### config.mk
export PLATFORM = sky130hd
export DESIGN_NAME = csr_req_master
export DESIGN_NICKNAME = d
export VERILOG_FILES = /design/src/rtl/csr_req_pkg.sv /design/src/rtl/csr_req_timer.sv /design/src/rtl/csr_req_master.sv
export SDC_FILE = /design/constraint.sdc
export NUM_CORES = 1
export LEC_CHECK = 0
export ABC_AREA = 1
export CAP_MARGIN = 15
export CELL_PAD_IN_SITES_DETAIL_PLACEMENT = 1
export CELL_PAD_IN_SITES_GLOBAL_PLACEMENT = 1
export CORE_ASPECT_RATIO = 0.5
export CORE_MARGIN = 8
export CORE_UTILIZATION = 32
export CTS_CLUSTER_SIZE = 14
export DETAILED_ROUTE_END_ITERATION = 8
export PLACE_DENSITY = 0.83
export SLEW_MARGIN = 25
export SYNTH_ARGS = -nofsm -noshare
export SYNTH_HDL_FRONTEND = slang
export SYNTH_HIERARCHICAL = 1
export SYNTH_SLANG_ARGS = --single-unit
### constraint.sdc
create_clock -name clk -period 2.7 [get_ports clk]
set_clock_uncertainty 0.2 [all_clocks]
set_input_delay 0.54 -clock clk [delete_from_list [all_inputs] [get_ports clk]]
set_output_delay 0.54 -clock clk [all_outputs]
set_load 0.005 [all_outputs]
### src/rtl/csr_req_pkg.sv
// csr_req_pkg: shared CSR op/state encodings and the read-only address decode.
package csr_req_pkg;

    localparam int CSR_ADDR_W = 12;

    typedef enum logic [1:0] {
        CSR_OP_NONE  = 2'b00,
        CSR_OP_WRITE = 2'b01,
        CSR_OP_SET   = 2'b10,
        CSR_OP_CLEAR = 2'b11
    } csr_op_e;

    typedef enum logic [1:0] {
        IDLE = 2'b00,
        REQ  = 2'b01,
        RESP = 2'b10
    } csr_req_state_e;

    // addr[11:10] == 2'b11 marks the read-only CSR space
    function automatic logic csr_is_ro(input logic [CSR_ADDR_W-1:0] addr);
        return (addr >> 10) == CSR_ADDR_W'(3);
    endfunction

endpackage

### src/rtl/csr_req_timer.sv
// csr_req_timer: counts stalled REQ cycles and flags the last one before abort.
module csr_req_timer #(
    parameter int LIMIT = 16
) (
    input  logic clk,
    input  logic rst_n,
    input  logic clear,
    input  logic en,
    output logic expired
);

    localparam int W = $clog2(LIMIT + 1);

    logic [W-1:0] cnt;

    always_ff @(posedge clk or negedge rst_n)
        if (!rst_n)
            cnt <= '0;
        else if (clear)
            cnt <= '0;
        else if (en)
            cnt <= cnt + 1'b1;

    // fires in the cycle whose increment reaches LIMIT, so access lasts at most LIMIT cycles
    assign expired = en && (cnt == W'(LIMIT - 1));

endmodule

### src/rtl/csr_req_master.sv
// csr_req_master: CSR command initiator toward cs_registers.
// Optional REQ timeout enabled by defining CSR_REQ_MASTER_TIMEOUT_EN.
module csr_req_master
    import csr_req_pkg::*;
#(
    parameter int ADDR_W      = 12,
    parameter int DATA_W      = 32,
    parameter int TIMEOUT_CYC = 16
) (
    input  logic              clk,
    input  logic              rst_n,
    input  logic              cmd_valid_i,
    output logic              cmd_ready_o,
    input  logic [1:0]        cmd_op_i,
    input  logic [ADDR_W-1:0] cmd_addr_i,
    input  logic [DATA_W-1:0] cmd_wdata_i,
    output logic              rsp_valid_o,
    input  logic              rsp_ready_i,
    output logic [DATA_W-1:0] rsp_rdata_o,
    output logic              rsp_err_o,
    output logic              csr_access_o,
    output logic [1:0]        csr_op_o,
    output logic [ADDR_W-1:0] csr_addr_o,
    output logic [DATA_W-1:0] csr_wdata_o,
    input  logic              csr_rvalid_i,
    input  logic [DATA_W-1:0] csr_rdata_i,
    input  logic              csr_illegal_i
);

    if (TIMEOUT_CYC < 2) begin : g_bad_timeout
        $error("TIMEOUT_CYC must be at least 2");
    end

    csr_req_state_e    state_q, state_d;
    logic [1:0]        op_q;
    logic [ADDR_W-1:0] addr_q;
    logic [DATA_W-1:0] wdata_q;
    logic [DATA_W-1:0] rdata_q;
    logic              err_q;
    logic              access_q;
    logic              ready_q;
    logic              hs;
    logic              ro;
    logic              timeout;

    assign hs = cmd_valid_i && ready_q;
    assign ro = csr_is_ro(cmd_addr_i) && (cmd_op_i != CSR_OP_NONE);

`ifdef CSR_REQ_MASTER_TIMEOUT_EN
    csr_req_timer #(
        .LIMIT(TIMEOUT_CYC)
    ) u_timer (
        .clk    (clk),
        .rst_n  (rst_n),
        .clear  (state_q != REQ),
        .en     (state_q == REQ && !csr_rvalid_i),
        .expired(timeout)
    );
`else
    assign timeout = 1'b0;
`endif

    always_ff @(posedge clk or negedge rst_n)
        if (!rst_n)
            state_q <= IDLE;
        else
            state_q <= state_d;

    always_comb begin
        state_d = state_q == IDLE ? (hs ? (ro ? RESP : REQ) : IDLE) :
                  state_q == REQ  ? (csr_rvalid_i || timeout ? RESP : REQ) :
                  state_q == RESP ? (rsp_ready_i ? IDLE : RESP) : IDLE;
    end

    // access and ready are registered from the next state so they only move on edges
    always_ff @(posedge clk or negedge rst_n)
        if (!rst_n) begin
            access_q <= 1'b0;
            ready_q  <= 1'b0;
        end else begin
            access_q <= state_d == REQ;
            ready_q  <= state_d == IDLE;
        end

    always_ff @(posedge clk or negedge rst_n)
        if (!rst_n) begin
            op_q    <= '0;
            addr_q  <= '0;
            wdata_q <= '0;
        end else if (hs) begin
            op_q    <= cmd_op_i;
            addr_q  <= cmd_addr_i;
            wdata_q <= cmd_wdata_i;
        end

    // rvalid takes priority over a coincident timeout
    always_ff @(posedge clk or negedge rst_n)
        if (!rst_n) begin
            rdata_q <= '0;
            err_q   <= 1'b0;
        end else if (hs && ro) begin
            rdata_q <= '0;
            err_q   <= 1'b1;
        end else if (state_q == REQ && csr_rvalid_i) begin
            rdata_q <= csr_rdata_i;
            err_q   <= csr_illegal_i;
        end else if (state_q == REQ && timeout) begin
            rdata_q <= '0;
            err_q   <= 1'b1;
        end

    always_comb begin
        cmd_ready_o  = ready_q;
        csr_access_o = access_q;
        csr_op_o     = access_q ? op_q : '0;
        csr_addr_o   = access_q ? addr_q : '0;
        csr_wdata_o  = access_q ? wdata_q : '0;
        rsp_valid_o  = state_q == RESP;
        rsp_rdata_o  = state_q == RESP ? rdata_q : '0;
        rsp_err_o    = state_q == RESP && err_q;
    end

endmodule

==> reports/metrics.yaml <==
fin_cells: 929
crit_arrival_ps: 1720
tightest_slew_ps: 629
synth-seq-area-share_pct: 49.2
clkLatencyLatePin_ps: 330
via_count: 4097
hold_ws_ps: -15.6
p_switching_mw: 2.10
yosys.area_share.simple_pct: 35.0
cts_buffers: 9
finalWirelength_um: 13900
synth_compound_area_share_pct: 0.356
pin_count: 166
clkPwrFrac_pct: 23.1
synthesis.instances: 603
mostFrequentLayoutCell: "nand2_1"
p_leak_nw: 3.56
grt_pass1_wl_um: 23200
clkTransAtPathRegs_ps: 60
grt_use_met1_pct: 17.9
finalCritPeriodShare_pct: 91.3
p_int_mw: 3.69
grt_util_all_layers_pct: 16.4
antenna_cells: 0
hold_buffers: 0
syn2layout_area_growth_pct: 49.4
muxShareOfSynthArea_pct: 0
wire_per_inst_um: 14.9
ant_nets: 0
syn_area_per_cell_um2: 7.00
htree_levels: 3
fp-row-count: 29
rsz0062_at_grt: "no"
grt_max_degree: 50
synth_fa_ha_area_share_pct: 0
die_h_um: 97.2
fin_crit_ps: 2460
cts.path.max_buffers: 2
cts_tree: "built"
vdd_ir_drop_max_uv: 354
grt_pass1_vias: 4646
drtIter0Drc: 170
grt-busiest-layer: "met2"
cts_sinks: 83
crit_path_start_kind: "register"
use_met3_pct: 3.69
dieArea_um2: 17300
route.detailed.drc: 0
design.core.area_um2: 12800
place.gp.congestion: 0.752
finalHoldViolCount: 14
dr.pass1.iters: 4
dieWidth_um: 178
use_met2_pct: 31.5
power_frac_comb_pct: 40.7
synth_xor_xnor_area_share_pct: 0
relSlewSlack_pct: 57.9
synth_top_family_by_area: "simple AND/OR/NAND/NOR gates"
fin_nets: 838
drv_cap: 0
syn_nets: 687
placed_cells: 913
pwr-share-seq_pct: 36.2
cp_max_fo: 33
final_cell_mix: "288 x nand2_1, 164 x clkdlybuf4s50_1, 116 x inv_1"
yosysUniqueCellTypes: 19
cts_root_buffer: "clkbuf_16"
status: "finished, violations left"
power_density_nw_per_um2: 918
yosys_warnings: 6
dp_hpwl_um: 9950
crit_type: "register to output port"
worstHoldPathType: "input pin to async pin"
portBuffers: 165
swShare_pct: 36.3
initial_core_util_pct: 33.0
synth_seq_cells: 83
postCtsSetupRepairBufs: 0
final_max_slew_viol_count: 0
grt_overflow: 0
fmax_mhz: 406
violations: "negative hold slack"
drive_above_1_share_pct: 4.61
netlist_area_um2: 4220
cts_resized: 0
setup_tns_ps: 0
via_per_inst: 4.41
cp_data_required_time_ps: 1960
endpoint_kind: "output port"
antenna_found_initial: 0
setup_viol: 0
==> critical path, cell delays in order (launching register included) <==
cell and delay (ps):
dfrtp_1 400, inv_4 50, nor2_4 110, inv_4 150, nor2_1 160, clkdlybuf4s50_1 520
==> flip-flops by register name (all words and copies together) (netlist names) <==
| register | flops |
|---|---|
| wdata_q | 32 |
| csr_access_o | 1 |
| addr_q | 12 |
| err_q | 1 |
| rdata_q | 32 |
| state_q | 2 |
| op_q | 2 |
| cmd_ready_o | 1 |
==> layout make-up <==
type / instances / area (um^2)
fill: 1580 / 6470
clock buffer: 11 / 253
inverter: 120 / 455
sequential: 83 / 2080
timing repair buffer: 174 / 1740
multi-input combinational: 366 / 1490
clock inverter: 5 / 75.1
tap: 170 / 213
==> synth_stat cells (all sizes together) <==
cell / count / area, um^2
nand3: 2 / 22.5
inv: 120 / 453
buf: 32 / 191
o21ai: 3 / 15.0
nand4: 32 / 200
dfrtp: 83 / 2080
clkbuf: 2 / 7.51
nor2: 38 / 153
nand3b: 1 / 7.51
nand2: 290 / 1090
==> power groups by stage <==
stage	clock network (mW)	registers (mW)	logic [mW]
after global placement	0	2.07	2.29
after global routing	1.43	2.16	2.69
after CTS	1.38	2.10	2.42
after floorplan	0	2.01	1.37
after detailed placement	0	2.11	2.40
final	1.34	2.09	2.36
==> cell families after synthesis <==
kind of cell	Yosys count
and+or+nand+nor	363
AOI/OAI and AO/OA	3
DFF	83
buffers and inverters	154
==> stage by stage <==
| step | setup WS [ps] | power (mW) | util [%] | cell area [um^2] |
|---|---|---|---|---|
| after floorplan | 1020 | 3.38 | - | 4220 |
| after global placement | 362 | 4.37 | 46.8 | 5980 |
| after detailed placement | 333 | 4.50 | 46.8 | 5980 |
| after CTS | 18.7 | 5.89 | 49.4 | 6300 |
| after global routing | 102 | 6.28 | 49.4 | 6310 |
| final | 235 | 5.79 | 49.4 | 6310 |
==> metal layers <==
metal  up-vias  wire [um]
li1       2036          -
met1      1957       5600
met2        92       7450
met3        12        635
met4         0        167
met5         -          0
==> worst paths after layout <==
| kind | from | to | slack [ps] | cells after the start |
|---|---|---|---|---|
| max | state_q[1] | rsp_rdata_o[28] | 240 | 5 |
| max in group asynchronous | rst_n | addr_q[2] | 1710 | 2 |
| min reg2reg | wdata_q[14] | wdata_q[14] | 280 | 2 |
| max reg2reg | state_q[1] | rdata_q[25] | 690 | 7 |
| min in group clk | wdata_q[14] | wdata_q[14] | 280 | 2 |
| min | rst_n | wdata_q[28] | -20 | 1 |
Power figures use the tool's default switching activity.
